===== src/rtl/traffic_pkg.sv =====
// Shared types and lamp encodings for the traffic phase controllers.
package traffic_pkg;

  typedef enum logic [1:0] {
    ALL_RED = 2'd0,
    GREEN   = 2'd1,
    YELLOW  = 2'd2,
    FLASH   = 2'd3
  } phase_t;

  // Lamp triplet order is {Red, Yellow, Green}.
  localparam logic [2:0] LAMP_RED = 3'b100;
  localparam logic [2:0] LAMP_YEL = 3'b010;
  localparam logic [2:0] LAMP_GRN = 3'b001;
  localparam logic [2:0] LAMP_OFF = 3'b000;

  // Lamp pattern for one approach given the controller phase.
  function automatic logic [2:0] lamp_for(input phase_t ph,
                                          input logic   is_active,
                                          input logic   flash_on);
    logic [2:0] lamp;
    lamp = LAMP_RED;
    case (ph)
      GREEN:   lamp = is_active ? LAMP_GRN : LAMP_RED;
      YELLOW:  lamp = is_active ? LAMP_YEL : LAMP_RED;
      FLASH:   lamp = flash_on ? LAMP_YEL : LAMP_OFF;
      default: lamp = LAMP_RED;
    endcase
    return lamp;
  endfunction

endpackage


===== src/rtl/traffic_phase_ctrl_if.sv =====
// Control/lamp bundle between the tick source, the controller and the lamp drivers.
interface traffic_phase_ctrl_if #(
  parameter int unsigned NUM_DIR = 2
) ();
  localparam int unsigned DIR_W = $clog2(NUM_DIR);

  logic                   tick_en;
  logic [NUM_DIR-1:0]     ped_req;
  logic                   flash_mode;
  logic [3*NUM_DIR-1:0]   lights;
  logic [NUM_DIR-1:0]     walk;
  logic [DIR_W-1:0]       active_dir;
  logic                   in_flash;

  modport master (
    output tick_en, ped_req, flash_mode,
    input  lights, walk, active_dir, in_flash
  );

  modport slave (
    input  tick_en, ped_req, flash_mode,
    output lights, walk, active_dir, in_flash
  );
endinterface


===== src/rtl/traffic_phase_ctrl_phase_timer.sv =====
// Tick-driven phase timer: counts 0..limit on tick_en and flags expiry.
module phase_timer #(
  parameter int unsigned TIMER_W = 8
) (
  input  logic               clk,
  input  logic               rst,
  input  logic               tick_en,
  input  logic               load,
  input  logic [TIMER_W-1:0] limit,
  output logic               expire
);

  logic [TIMER_W-1:0] count;

  assign expire = tick_en && !load && (count == limit);

  // Count ticks, wrapping to zero on expiry; load holds the count at zero.
  always_ff @(posedge clk) begin
    if (rst || load) begin
      count <= '0;
    end else if (tick_en) begin
      count <= expire ? '0 : count + TIMER_W'(1);
    end
  end

endmodule


===== src/rtl/traffic_phase_ctrl.sv =====
// Multi-approach traffic phase controller with pedestrian walk and flashing-yellow mode.
module traffic_phase_ctrl
  import traffic_pkg::*;
#(
  parameter int unsigned NUM_DIR      = 2,
  parameter int unsigned TIMER_W      = 8,
  parameter int unsigned GREEN_TICKS  = 20,
  parameter int unsigned YELLOW_TICKS = 4,
  parameter int unsigned ALLRED_TICKS = 2
) (
  input  logic                 clk,
  input  logic                 rst,
  traffic_phase_ctrl_if.slave  ctrl
);

  localparam int unsigned DIR_W = $clog2(NUM_DIR);

  localparam logic [TIMER_W-1:0] GREEN_LIM  = TIMER_W'(GREEN_TICKS - 1);
  localparam logic [TIMER_W-1:0] YELLOW_LIM = TIMER_W'(YELLOW_TICKS - 1);
  localparam logic [TIMER_W-1:0] ALLRED_LIM = TIMER_W'(ALLRED_TICKS - 1);
  localparam logic [DIR_W-1:0]   LAST_DIR   = DIR_W'(NUM_DIR - 1);

  phase_t             state;
  logic [DIR_W-1:0]   active_dir;
  logic               flash_phase;
  logic               expire;
  logic               timer_load;
  logic [TIMER_W-1:0] timer_limit;
  logic               go_green;
  logic [NUM_DIR-1:0] ped_pending;
  logic [NUM_DIR-1:0] walk_grant;

  // FLASH is paced by ticks directly, so the timer is parked at zero there.
  assign timer_load = (state == FLASH);
  assign go_green   = (state == ALL_RED) && expire && !ctrl.flash_mode;

  // Duration of the phase currently being timed.
  always_comb begin
    timer_limit = ALLRED_LIM;
    case (state)
      GREEN:   timer_limit = GREEN_LIM;
      YELLOW:  timer_limit = YELLOW_LIM;
      default: timer_limit = ALLRED_LIM;
    endcase
  end

  phase_timer #(
    .TIMER_W (TIMER_W)
  ) u_timer (
    .clk     (clk),
    .rst     (rst),
    .tick_en (ctrl.tick_en),
    .load    (timer_load),
    .limit   (timer_limit),
    .expire  (expire)
  );

  // Phase sequencing, approach rotation and flash blink phase.
  always_ff @(posedge clk) begin
    if (rst) begin
      state       <= ALL_RED;
      active_dir  <= '0;
      flash_phase <= 1'b0;
    end else begin
      case (state)
        ALL_RED: begin
          if (expire) begin
            if (ctrl.flash_mode) begin
              state       <= FLASH;
              flash_phase <= 1'b0;
            end else begin
              state <= GREEN;
            end
          end
        end
        GREEN: begin
          if (expire) state <= YELLOW;
        end
        YELLOW: begin
          if (expire) begin
            state      <= ALL_RED;
            active_dir <= (active_dir == LAST_DIR) ? '0 : active_dir + DIR_W'(1);
          end
        end
        FLASH: begin
          if (ctrl.tick_en) begin
            if (!ctrl.flash_mode) begin
              state       <= ALL_RED;
              active_dir  <= '0;
              flash_phase <= 1'b0;
            end else begin
              flash_phase <= ~flash_phase;
            end
          end
        end
        default: begin
          state <= ALL_RED;
        end
      endcase
    end
  end

  for (genvar d = 0; d < NUM_DIR; d++) begin : g_dir
    logic is_active;
    logic pend_q;
    logic grant_q;

    assign is_active = (active_dir == DIR_W'(d));

    // Latch requests until this approach's green starts, then convert them into a walk grant.
    always_ff @(posedge clk) begin
      if (rst) begin
        pend_q  <= 1'b0;
        grant_q <= 1'b0;
      end else if (go_green && is_active) begin
        grant_q <= pend_q | ctrl.ped_req[d];
        pend_q  <= 1'b0;
      end else if (ctrl.ped_req[d]) begin
        pend_q <= 1'b1;
      end
    end

    assign ped_pending[d]          = pend_q;
    assign walk_grant[d]           = grant_q;
    assign ctrl.lights[3*d +: 3]   = lamp_for(state, is_active, flash_phase);
    assign ctrl.walk[d]            = walk_grant[d] && is_active && (state == GREEN);
  end

  assign ctrl.active_dir = active_dir;
  assign ctrl.in_flash   = (state == FLASH);

endmodule

===== src/flat_wrapper.sv =====
// flat-port wrapper written by rule: the top's interface ports become plain ports
module traffic_phase_ctrl_flat import traffic_pkg::*;
#(
  parameter int unsigned NUM_DIR      = 2,
  parameter int unsigned TIMER_W      = 8,
  parameter int unsigned GREEN_TICKS  = 20,
  parameter int unsigned YELLOW_TICKS = 4,
  parameter int unsigned ALLRED_TICKS = 2
)
  (clk, rst, ctrl_tick_en, ctrl_ped_req, ctrl_flash_mode, ctrl_lights, ctrl_walk, ctrl_active_dir, ctrl_in_flash);
  traffic_phase_ctrl_if #(.NUM_DIR(NUM_DIR)) ctrl_i ();
  input  logic clk;
  input  logic rst;
  input wire logic [$bits(ctrl_i.tick_en)-1:0] ctrl_tick_en;
  input wire logic [$bits(ctrl_i.ped_req)-1:0] ctrl_ped_req;
  input wire logic [$bits(ctrl_i.flash_mode)-1:0] ctrl_flash_mode;
  output wire logic [$bits(ctrl_i.lights)-1:0] ctrl_lights;
  output wire logic [$bits(ctrl_i.walk)-1:0] ctrl_walk;
  output wire logic [$bits(ctrl_i.active_dir)-1:0] ctrl_active_dir;
  output wire logic [$bits(ctrl_i.in_flash)-1:0] ctrl_in_flash;
  assign ctrl_i.tick_en = ctrl_tick_en;
  assign ctrl_i.ped_req = ctrl_ped_req;
  assign ctrl_i.flash_mode = ctrl_flash_mode;
  assign ctrl_lights = ctrl_i.lights;
  assign ctrl_walk = ctrl_i.walk;
  assign ctrl_active_dir = ctrl_i.active_dir;
  assign ctrl_in_flash = ctrl_i.in_flash;
  traffic_phase_ctrl #(.NUM_DIR(NUM_DIR), .TIMER_W(TIMER_W), .GREEN_TICKS(GREEN_TICKS), .YELLOW_TICKS(YELLOW_TICKS), .ALLRED_TICKS(ALLRED_TICKS)) u_core (.clk(clk), .rst(rst), .ctrl(ctrl_i));
endmodule

===== config.mk =====
export PLATFORM = sky130hd
export DESIGN_NAME = traffic_phase_ctrl_flat
export DESIGN_NICKNAME = d
export VERILOG_FILES = /design/src/rtl/traffic_pkg.sv /design/src/rtl/traffic_phase_ctrl_if.sv /design/src/rtl/traffic_phase_ctrl_phase_timer.sv /design/src/rtl/traffic_phase_ctrl.sv /design/src/flat_wrapper.sv
export SDC_FILE = /design/constraint.sdc
export NUM_CORES = 1
export LEC_CHECK = 0
export ABC_AREA = 1
export BUFFER_PORTS_ARGS = -buffer_cell sky130_fd_sc_hd__buf_2
export CORE_UTILIZATION = 55
export DETAILED_ROUTE_END_ITERATION = 12
export GPL_ROUTABILITY_DRIVEN = 0
export HOLD_SLACK_MARGIN = 0.03
export PLACE_DENSITY = 0.84
export SLEW_MARGIN = 0
export SYNTH_ARGS = -nofsm -noshare
export SYNTH_HDL_FRONTEND = slang
export SYNTH_SLANG_ARGS = --single-unit

===== constraint.sdc =====
create_clock -name clk -period 2.2 [get_ports clk]
set_clock_uncertainty 0.2 [all_clocks]
set_input_delay 0.44 -clock clk [delete_from_list [all_inputs] [get_ports clk]]
set_output_delay 0.44 -clock clk [all_outputs]
set_load 0.05 [all_outputs]

== Yosys cells after proc, flatten, opt, wreduce, memory -nomap -nowiden ==
Index checks and enable logic that the tools add are counted.

* Output and inout bits: 10
* Logic and storage cells: 71
* Bits in registers: 16

* Bitwise logic cells: 4
* Reductions and logical operators: 21
* Eq/ne operators: 10
* Muxes and demuxes: 26
* $add $sub $neg: 2

{| class="wikitable"
|+ Operator list
! operator !! count
|-
| $pmux W3 S3 || 2
|-
| $mux W2 || 7
|-
| $mux W3 || 4
|-
| $logic_and A1 B1 Y1 || 10
|-
| $pmux W5 S2 || 1
|-
| $add A8 B1 Y8 const B || 1
|-
| $eq A8 B8 Y1 || 1
|-
| $mux W1 || 8
|-
| $mux W8 || 1
|-
| $pmux W2 S4 || 1
|-
| $reduce_and A4 Y1 || 2
|-
| $ne A2 B1 Y1 const B || 3
|-
| $ne A2 B2 Y1 const B || 3
|-
| $reduce_and A5 Y1 || 1
|-
| $eq A2 B2 Y1 const B || 2
|-
| $pmux W1 S2 || 2
|-
| $reduce_bool A2 Y1 || 2
|-
| $reduce_or A2 Y1 || 2
|-
| $eq A2 B1 Y1 const B || 1
|-
| $logic_not A1 Y1 || 2
|-
| $logic_not A2 Y1 || 1
|-
| $not A1 Y1 || 2
|-
| $or A1 B1 Y1 || 2
|-
| $add A1 B1 Y1 const B || 1
|-
| $logic_or A1 B1 Y1 || 1
|}

== Logic depth before layout (Yosys ltp) ==
Gate-level depths: netlist of run 1.

* Depth after elaboration: 8
* Gate-level depth with buffers: 11
* Mapped depth without buffers: 11

== Hierarchy ==
A second synthesis of run 1 with hierarchy kept.

* Cell total of the unflattened synthesis: 175
* Area, all modules: 1131.1 sq um

{| class="wikitable"
|+ By module, submodules not included
! module !! times used !! cells each !! area each (sq um) !! seq. area each (sq um)
|-
| traffic_phase_ctrl || 1 || 94 || 584.3 || 160.2
|-
| phase_timer || 1 || 81 || 546.8 || 160.2
|}

== Worst setup path after synthesis of run 1 ==
Ideal clock, no wire load.

* Path type: register -> output
* Start point: reg u_core.state[0]
* End point: out ctrl_lights[1]
* Arrival time: 1.852 ns
* Stages on the path, launching flop included: 4
* Path buffers: 0
* Path slack: -0.292 ns
* Path through: dfxtp_1 -> ha_1 -> nand2_1 -> a21oi_1

* Longest elaborated chain between the ends: 2

{| class="wikitable"
|+ RTL lines
! item !! line !! source
|-
| from (decl) || traffic_phase_ctrl.sv:23 || <nowiki>phase_t state;</nowiki>
|-
| from (signal assigned) || traffic_phase_ctrl.sv:61 || <nowiki>state <= ALL_RED;</nowiki>
|-
| from (signal assigned) || traffic_phase_ctrl.sv:69 || <nowiki>state <= FLASH;</nowiki>
|-
| from (signal assigned) || traffic_phase_ctrl.sv:72 || <nowiki>state <= GREEN;</nowiki>
|-
| $eq A2 B2 Y1 || -- ||
|-
| net ctrl_in_flash || flat_wrapper.sv:20 || <nowiki>output wire logic [$bits(ctrl_i.in_flash)-1:0] ctrl_in_flash;</nowiki>
|-
| $pmux W3 S3 || traffic_pkg.sv:23 || <nowiki>case (ph)</nowiki>
|-
| to (decl) || flat_wrapper.sv:17 || <nowiki>output wire logic [$bits(ctrl_i.lights)-1:0] ctrl_lights;</nowiki>
|}

The timed path passes the listed nets, and every way through them passes these cells.

== Worst setup path after layout of run 1 ==
* Start point: reg u_core.state[0]
* End point: out ctrl_lights[4]

* Longest elaborated chain between the ends: 2

{| class="wikitable"
|+ RTL lines
! item !! line
|-
| $eq A2 B2 Y1 or $eq A2 B1 Y1 (tied branches) || traffic_pkg.sv:23
|-
| $pmux W3 S3 (*) || traffic_pkg.sv:23
|}

Mark *: on every way between the ends. The rest lies on a longest branch, timed or not.

==> results.md, run 1 <==
- TritonRoute pass-1 iters: 4
- CP Data Required Time: 1.56 ns
- Vias in the first global route: 881
- Final instance area: 1240 µm²
- Grt total ovfl: 0
- RR Endpoint: u_core.state[0]
- Peak supply drop: 0.587 mV
- Fin. Hold Viols: 0
- Comb pwr share: 53.5%
- DR WL/cell: between 10 and 15 µm
- HP Class: primary input to flip-flop
- Later-pin clock latency in the skew report: 0.28 ns
- Critical-path maximum fanout: 4
- Slowest stage delay, CP: 0.35 ns
- All-Layer GR Usage: 24.3%
- Core area: 1760 µm²
- I/O Pins: 16
- Highest-count cells in the layout ignoring fill and taps: nand2_1 (44), nor2_1 (33), inv_1 (22)
- Reg power frac: between 30% and 40%
- Die boundary width: around 46 µm
- Post-Route WL: 2390 µm
- Fin crit share: 95.0%
- Power per standard cell area: 983 nW/µm²
- Ant diodes: 0
- Clock tree from TritonCTS: done
- Yosys top cell by area: dfxtp_1
- Outcome: complete, no violations
- Starting Density: between 50% and 60%
- Post-CTS Hold Buffers: 0
- Switching Share: 47.6%
- Worst R2R Setup Slack: ~0.35 ns
- Max-cap violations: 0
- Pins Over Slew Limit: 0
- Crit start category: flip-flop
- Synth Net Count: 183
- Tmin final: 2.09 ns
- CTS root buf: clkbuf_4
- Worst Hold Depth: 2
- First-pass GRT wire length: 3650 µm
- Fmax achieved: 478 MHz
- Setup TNS: 0 ns
- Leakage: 0.582 nW
- Layout cells sized above 1: 20.4%
- Antenna viol nets, final: 0
- Synth warn: 0
- CTS buffer count: 3
- Mapped Area: 1050 µm²
- Worst Tran Pin Value: 0.318 ns
- Layout Nets: roughly 200
- Critical R2R Launch: u_core.state[0]
- H-tree lvl count: 1
- Fill cell count: about 170
- Seq cells post-synth: 16
- Cells after Synth: 171
- Crit Path Category: flip-flop to output pin
- RSZ-0062 raised after global routing: no
- Yosys top cell area share: around 30%
- Post-Route Utilization: between 70% and 80%
- 1st-iter DRT viols: 51
- Post-synthesis average cell area: 6.14 µm²
- Clk buf depth: 2
- Via density: a little over 5
- DP HPWL: 1840 µm
- Worst reg-to-reg path cell count: 11
- WP data arrival: ~1.5 ns
- Worst hold endpoint: u_core.g_dir[0].pend_q
- Crit path cell chain: inv_1 -> ha_2 -> nand2_1 -> a21oi_2 -> clkbuf_4
- Via count: approximately 1.1k
- DIE AREA: 2090 µm²
- Post-DP Area: 1160 µm²
- Input/output buffers: 15
- P_sw: just under 0.6 mW
- Clock power share: approximately 16%
- Seq/Total Area, Yosys: 30.5%
- Core Rows: 15
- Synth top area cells: dfxtp_1 (31%), nand2_1 (16%), nor2_1 (12%)
- Slowest CP cell: dfxtp_1
- Antenna violations before repair: 0
- Largest net degree at the start of global routing: 10
- CTS Sinks: 16
- Crit end category: output pin
- Commonest non-fill, non-tap cell in the layout: nand2_1
- DR DRC count: 0
- Worst relative slew slack: between 70 and 80%
- Int Pwr: 0.638 mW
- Clock slew at reported path FFs: 0.09 ns
- Die Height: approximately 46 µm
- Area grow syn2layout: 18.0%
- Setup-failing EPs final: 0
- Post-synth cell types: 19
- Hold path start: rst
[critical path: cells and delay by family, from the launching register on]
kind | cells | cell delay (ns)
fa+ha+maj | 1 | 0.23
buf+inv | 2 | 0.35
flops | 1 | 0.35
compound gates | 1 | 0.15
simple gates | 1 | 0.09
[Yosys cell counts]
cell type / instances
nand4_1: 3
o21ai_0: 1
dfxtp_1: 16
inv_1: 23
nand2_1: 44
a21oi_1: 14
nand2_2: 4
nor3b_1: 1
nor3_2: 1
xor2_1: 3
inv_4: 1
inv_2: 1
nor3_1: 3
nor2_2: 2
nand3_1: 12
nor2_1: 34
buf_4: 1
ha_1: 6
a211oi_1: 1
[layer usage]
metal	wire length (µm)	up-vias	GRT usage [%]
met1	1100	488	32.9
li1	-	572	-
met4	25	0	7.06
met2	1120	32	38.3
met5	0	-	0
met3	150	4	5.95
[power groups by stage]
stage               Combinational, mW  Clock (mW)  Sequential (mW)
floorplan                       0.470           0            0.396
global placement                0.592           0            0.378
detailed placement              0.609           0            0.381
CTS                             0.611       0.195            0.373
global route                    0.729       0.211            0.382
finish                          0.652       0.190            0.376
[worst max path at each step]
stage,depth (start not counted),startpoint,end,slack (ns)
after floorplan,3,u_core.state[0],ctrl_lights[4],-0.06
after global placement,7,u_core.state[1],ctrl_lights[5],0.35
after detailed placement,7,u_core.state[1],ctrl_lights[5],0.29
after CTS,7,u_core.state[1],ctrl_lights[5],0.02
after global routing,5,u_core.state[0],ctrl_lights[4],0.02
final,5,u_core.state[0],ctrl_lights[4],0.11
[metrics by stage]
stage	setup slack (ns)	total power, mW	hold slack (ns)	instances
2_1_floorplan	-0.0585	0.867	0.253	171
3_3_place_gp	0.346	0.970	0.272	210
3_5_place_dp	0.290	0.990	0.277	210
4_1_cts	0.0217	1.18	0.166	214
5_1_grt	0.0151	1.32	0.164	216
6_report	0.109	1.22	0.169	216
[area by class of cell]
| cell class | count | area, µm² | share of cell area, % |
|---|---|---|---|
| multi-input cells | 129 | 651 | 52.5 |
| well taps | 25 | 31.3 | 2.53 |
| inverters | 25 | 96.3 | 7.78 |
| repair buffers | 17 | 103 | 8.28 |
| clock buffers | 4 | 36.3 | 2.93 |
| flip-flops and latches | 16 | 322 | 26.0 |
[timing repair]
item / CTS / global route
gates resized for setup: 1 / 10
setup endpoints to repair: 1 / 6
buffers inserted: 0 / 2
[cell families after synthesis]
logic type | count (synthesis) | share of synthesized area, %
and+or+nand+nor | 104 | 42.1
buffers and inverters | 26 | 9.89
AOI/OAI and AO/OA | 16 | 7.87
DFF | 16 | 30.5
adders and majority gates | 6 | 7.15
xor gates and xnor gates | 3 | 2.50
[state kept, by name (all words and copies together) (netlist names)]
signal,flops
u_core.flash_phase,1
u_core.g_dir.pend_q,2
u_core.ctrl.active_dir,1
u_core.state,2
u_core.u_timer.count,8
u_core.g_dir.grant_q,2
Power figures use the tool's default switching activity.
==> run 2: changes to the inputs <==
Settings changed: BUFFER_PORTS_ARGS -buffer_cell sky130_fd_sc_hd__buf_2 to -buffer_cell sky130_fd_sc_hd__clkbuf_2, CTS_BUF_LIST set to sky130_fd_sc_hd__clkbuf_8 sky130_fd_sc_hd__clkbuf_16, PLACE_DENSITY 0.84 to 0.83, SYNTH_HIERARCHICAL set to 1.
==> run 2 against run 1 <==
Net effect: flip-flop and latch count unchanged; first-iteration DRC count is 51% lower; clock-buffer cell count is the same; die area grew 7.4%; design area grew 11%; worst setup slack got worse by 0.066 ns; maximum frequency decreased by 3.1%; utilization grew 0.34 points; critical path depth is the same; largest power group unchanged; clock power grew 43%; sequential share of layout area is 2.0 points lower.
==> results.md, run 2 <==
- DP HPWL: 1800 µm (-2.3%)
- Commonest non-fill, non-tap cell in the layout: nand2_1
- Max-cap violations: 0 (unchanged)
- Peak supply drop: 0.652 mV (+11%)
- Input/output buffers: 15 (unchanged)
- Largest family of logic cells by synthesized area: simple AND/OR/NAND/NOR gates
- Antenna viol nets, final: 0 (unchanged)
- Via density: 4.76 (-6.2%)
- Cells after Synth: 175 (+2.3%)
- First-pass GRT wire length: 3590 µm (-1.7%)
- Leakage: 0.648 nW (+11%)
- Yosys top cell area share: 28.3% (-2.2 points)
- Outcome: complete, no violations
- Post-synthesis xor/xnor area fraction: 6.19% (+3.7 points)
- Most flops, register: u_core/u_timer/count
- All-Layer GR Usage: 23.6% (-0.70 points)
- DR DRC count: 0 (unchanged)
- Antenna violations before repair: 0 (unchanged)
- Critical-path maximum fanout: 4 (unchanged)
- Post-DP Area: 1290 µm² (+11%)
- Core Rows: 16 (+1)
- CP Data Required Time: 1.56 ns (about the same)
- Later-pin clock latency in the skew report: 0.26 ns (-0.02 ns)
- Layout Nets: 218 (+6.9%)
- TritonRoute pass-1 iters: 4 (unchanged)
- 1st-iter DRT viols: 25 (-51%)
- Area share of fa/ha/maj cells after synthesis: 7.74% (+0.59 points)
- Layout cells sized above 1: 25.0% (+4.6 points)
- Slowest CP cell: dfxtp_4
- WP data arrival: 1.52 ns (+0.07 ns)
- Post-CTS Hold Buffers: 0 (unchanged)
- Max FFs per register: 8 (unchanged)
- Final instance area: 1370 µm² (+11%)
- Setup-failing EPs final: 0 (unchanged)
- Compound-Gate Fraction of Synth Area: 3.87% (-4.0 points)
- Post-synthesis average cell area: 6.46 µm² (+5.3%)
- I/O Pins: 16 (unchanged)
- Seq/Total Area, Yosys: 28.3% (-2.2 points)
- Final total power: 1.36 mW (+12%)
- Starting Density: 58.2% (-1.3 points)
- Post-synth cell types: 24 (+5)
- Setup TNS: 0 ns (unchanged)
- Top Usage Layer GRT: met2
- Vias in the first global route: 853 (-3.2%)
- Cell with the most instances after synthesis: nand2_1
- Mapped Area: 1130 µm² (+7.7%)
- Worst R2R Setup Slack: 0.13 ns (-0.22 ns)
- Pins Over Slew Limit: 0 (unchanged)
- Clock tree from TritonCTS: done
- Synth top area cells: dfxtp_1 (28%), nand2_1 (18%), inv_1 (8.6%)
- Core area: 1940 µm² (+10%)
- Post-Route Utilization: 70.6% (+0.34 points)
- Crit Path Category: flip-flop to output pin
- Crit end category: output pin
- Clock slew at reported path FFs: 0.07 ns (-0.02 ns)
- Yosys top cell by area: dfxtp_1
- RSZ-0062 raised after global routing: yes
- Tmin final: 2.16 ns (+0.0661 ns)
- GR Layer Usage met3: 5.00% (-0.95 points)
- Fin crit share: 98.0% (+3.0 points)
- Post-synth top cells: nand2_1 (54), inv_1 (26), nor2_1 (19)
- Fin. Hold Viols: 0 (unchanged)
- Mux cell area share after synthesis: 0.885% (+0.88 points)
- Slowest stage delay, CP: 0.36 ns (about the same)
- Area grow syn2layout: 21.1%
- Seq cells post-synth: 16 (unchanged)
- Grt total ovfl: 0 (unchanged)
- DIE AREA: 2240 µm² (+7.4%)
- Crit path cell chain: inv_1 -> ha_1 -> nand2_1 -> nor2_1 -> clkbuf_4
- Highest-count cells in the layout ignoring fill and taps: nand2_1 (54), inv_1 (26), nor2_1 (19)
- Post-Route WL: 2360 µm (-1.4%)
- CTS Sinks: 16 (unchanged)
- Die Height: 47.4 µm (+3.6%)
- H-tree lvl count: 1 (unchanged)
- Async S/R FF share, synth: 0% (unchanged)
- Crit start category: flip-flop
- CTS buffer count: 3 (unchanged)
- CTS root buf: clkbuf_8
- Die boundary width: 47.4 µm (+3.6%)
- Clk buf depth: 2 (unchanged)
- Met2 usage: 35.9% (-2.4 points)
- Post-CTS setup repair buffer count: 0 (unchanged)
- HP Class: primary input to flip-flop
- Ant diodes: 0 (unchanged)
- Via count: 1099 (+0.27%)
- Simple-gate share of the synthesized area: 42.7% (+0.63 points)
- EDFF count, synth: 0 (unchanged)
- M1 GR Usage: 29.5% (-3.4 points)
- Largest net degree at the start of global routing: 10 (unchanged)
- Post-synth top flop: dfxtp_1
- DR WL/cell: 10.2 µm (-7.8%)
- Fmax achieved: 464 MHz (-3.1%)
- Synth warn: 6 (+6)
- Power per standard cell area: 993 nW/µm² (+1.0%)
## run 2: cell types whose count changed in the layout (fill, tap and decap cells not counted), moves of 4 or more
cell,delta
nor2_1,-14
conb_1,+12
nor2_2,+12
nand2_1,+10
a21oi_1,-9
clkbuf_2,+7
buf_2,-6
clkbuf_4,-4
inv_1,+4
nand3_1,-4
xor2_1,+4
## run 2: worst paths after layout
kind,start,end,depth (start not counted)
worst max register to register,u_core/state[1],u_core/state[0],13
worst min-delay path,rst,u_core/ctrl.active_dir,2
worst max-delay path,u_core/state[1],ctrl_lights[3],5
worst min register to register,u_core/g_dir[1].grant_q,u_core/g_dir[1].grant_q,2
## run 2: layer usage
layer | part of all wire (%) | wire length (µm)
met2 | 47 | 1120
met1 | 47 | 1110
met5 | 0 | 0
met3 | 3.2 | 76
met4 | 2.5 | 60
## run 2: repair_timing
item	4_1_cts	5_1_grt
hold endpoints to repair	0	0
gates resized for setup	2	16
setup endpoints to repair	2	12
## run 2: cell families (layout without fill, tap and decap cells)
logic type / Yosys count / count (layout)
xor+xnor: 8 / 8
flops: 16 / 16
mux: 1 / 1
compound gates: 8 / 8
other cells: 2 / 12
buf+inv: 29 / 48
fa+ha+maj: 7 / 7
simple gates: 104 / 104
## run 2: cell type report
cell class | count | area [µm²]
Timing Repair Buffer | 15 | 85.1
Sequential cell | 16 | 328
Clock buffer | 4 | 55.1
Inverter | 29 | 109
Multi-Input combinational cell | 140 | 759
Tap cell | 27 | 33.8
Fill cell | 163 | 572
## run 2: power breakdown
group | switching [mW] | leakage, nW | total, mW | internal, mW
Clock | 0.111 | 0.0288 | 0.271 | 0.159
Sequential | 0.0390 | 0.132 | 0.374 | 0.335
Combinational | 0.490 | 0.487 | 0.715 | 0.226
Total | 0.640 | 0.648 | 1.36 | 0.720
## run 2: through the flow
stage	cells	setup WS, ns	hold slack, ns
2_1_floorplan	185	0.00607	0.227
3_3_place_gp	227	0.154	0.238
3_5_place_dp	227	0.0660	0.253
4_1_cts	231	0.0131	0.182
5_1_grt	231	-0.0452	0.198
6_report	231	0.0433	0.188
## run 2: worst max-delay path: cells and delay by family (launching register included)
family,cells,cell delay [ns]
DFF,1,0.36
adders and majority gates,1,0.25
and+or+nand+nor,2,0.28
buffers and inverters,2,0.36
==> run 3: changes to the inputs <==
Settings changed: PLACE_DENSITY 0.83 to 0.84, SYNTH_HIERARCHICAL 1 to unset.
==> run 3 against run 2 <==
Net effect: cell count shrank 6.9%; register-to-register slack gained 0.21 ns; critical path depth grew 2; worst hold slack gained 0.047 ns; highest routed layer unchanged.
==> results.md, run 3 (synthesis results as in run 1) <==
- Outcome: complete, no violations
- Layout cells sized above 1: 17.9% (-7.1 points)
- CTS root buf: clkbuf_8
- Leakage: 0.589 nW (-9.1%)
- Grt total ovfl: 0 (unchanged)
- Crit start category: flip-flop
- Largest net degree at the start of global routing: 10 (unchanged)
- Crit path from: u_core.state[1]
- Clock tree from TritonCTS: done
- Power per standard cell area: 1030 nW/µm² (+3.7%)
- H-tree lvl count: 1 (unchanged)
- Highest-count cells in the layout ignoring fill and taps: nand2_1 (44), nor2_1 (33), inv_1 (22)
- Critical R2R Launch: u_core.state[0]
- CTS buffer count: 3 (unchanged)
- Post-DP Area: 1160 µm² (-9.6%)
- CTS Sinks: 16 (unchanged)
- WP data arrival: 1.49 ns (-0.03 ns)
- Setup TNS: 0 ns (unchanged)
- Later-pin clock latency in the skew report: 0.25 ns (about the same)
- Final instance area: 1230 µm² (-10%)
- Vias in the first global route: 919 (+7.7%)
- I/O Pins: 16 (unchanged)
- Crit Path Category: flip-flop to output pin
- TritonRoute pass-1 iters: 4 (unchanged)
- Input/output buffers: 15 (unchanged)
- Area grow syn2layout: 17.5%
- Via density: 5.19 (+9.1%)
- Ant diodes: 0 (unchanged)
- Worst relative slew slack: 77.8%
- Critical-path maximum fanout: 5 (+1)
- Die boundary width: 45.7 µm (-3.5%)
- Clock slew at reported path FFs: 0.07 ns (about the same)
- Setup-failing EPs final: 0 (unchanged)
- First-pass GRT wire length: 3770 µm (+5.2%)
- Antenna violations before repair: 0 (unchanged)
- Core Rows: 15 (-1)
- HP Class: primary input to flip-flop
- Worst reg-to-reg path cell count: 9 (-4)
- Antenna viol nets, final: 0 (unchanged)
- Starting Density: 59.5% (+1.3 points)
- DP HPWL: 1830 µm (+1.6%)
- Layout Nets: 203 (-6.9%)
- Fill cell count: 160 (-1.8%)
- Final std cells w/o fill: 215 (-6.9%)
- Crit end category: output pin
- Most flops, register: u_core.u_timer.count
- Tmin final: 2.13 ns (-0.0288 ns)
- Die Height: 45.7 µm (-3.5%)
- Commonest non-fill, non-tap cell in the layout: nand2_1
- Via count: 1116 (+1.5%)
- RSZ-0062 raised after global routing: yes
- Pins Over Slew Limit: 0 (unchanged)
- Core area: 1760 µm² (-9.1%)
- Post-Route WL: 2380 µm (+1.0%)
- Dpl cells: 210 (-7.5%)
- Setup WS post-layout: 0.0721 ns (+0.0288 ns)
- Max FFs per register: 8 (unchanged)
- DIE AREA: 2090 µm² (-6.9%)
- Fin crit share: 96.7% (-1.3 points)
- RR Endpoint: u_core.u_timer.count[1]
- DR DRC count: 0 (unchanged)
- Peak supply drop: 0.663 mV (+1.7%)
- Fin Hold WS: 0.234 ns (+0.0465 ns)
- Worst Tran Pin Value: 0.332 ns
- Worst hold endpoint: u_core.g_dir[0].pend_q
- Fmax achieved: 470 MHz (+1.4%)
- DR WL/cell: 11.1 µm (+8.5%)
- Max-cap violations: 0 (unchanged)
- Clk buf depth: 2 (unchanged)
- Worst Hold Depth: 2 (unchanged)
- Fin. Hold Viols: 0 (unchanged)
- Hold path start: rst
- Pre-CTS WS: 0.259 ns (+0.193 ns)
- CP Data Required Time: 1.56 ns (about the same)
- All-Layer GR Usage: 25.1% (+1.4 points)
- 1st-iter DRT viols: 58 (+130%)
- Worst R2R Setup Slack: 0.34 ns (+0.21 ns)
run 3: cell count changes in the layout (fill, tap and decap cells not counted), sizes merged, moves of 3 or more:
cell,delta
conb,-12
nand3,+3
inv,-4
a21oi,+9
nor3,+3
nand2,-8
xor2,-4
run 3: repair_timing:
item                       in CTS  in global routing
resized for setup               1                  7
hold buffers                    0                  0
setup endpoints to repair       1                  5
cloned                          0                  0
setup buffers                   0                  1
run 3: critical path, stage by stage (launching register included):
cell,delay (ns)
dfxtp_1,0.37
inv_1,0.10
ha_1,0.25
inv_2,0.13
nor2_4,0.04
nor2_1,0.09
nand2_1,0.05
clkbuf_4,0.20
run 3: how the worst max path moves through the flow:
stage               slack, ns  depth (start not counted)        endpoint
floorplan               -0.06                          3  ctrl_lights[4]
global placement         0.32                          7  ctrl_lights[5]
detailed placement       0.26                          7  ctrl_lights[5]
CTS                      0.03                          7  ctrl_lights[5]
global route           -0.006                          7  ctrl_lights[5]
finish                   0.07                          7  ctrl_lights[5]
run 3: area by class of cell:
cell class | instances | area [µm²] | area share (%)
repair buffers | 16 | 87.6 | 7.10
flip-flops and latches | 16 | 320 | 26.0
inverters | 25 | 96.3 | 7.81
multi-input cells | 129 | 643 | 52.1
clock buffers | 4 | 55.1 | 4.46
well taps | 25 | 31.3 | 2.54
run 3: metrics by stage:
stage	power [mW]	util (%)
5_1_grt	1.36	69.9
3_3_place_gp	0.970	66.0
3_5_place_dp	0.988	66.0
4_1_cts	1.25	69.1
6_report	1.27	69.9
2_1_floorplan	0.867	-
run 3: power by group:
group | total [mW] | internal (mW) | switching [mW]
logic | 0.636 | 0.191 | 0.445
clock network | 0.261 | 0.159 | 0.102
registers | 0.374 | 0.328 | 0.0453
run 3: routing by layer:
layer / part of all wire [%] / GRT usage (%)
met5: 0 / 0
met4: 0.80 / 6.47
met3: 6.7 / 3.57
met2: 46 / 40.0
met1: 46 / 35.3
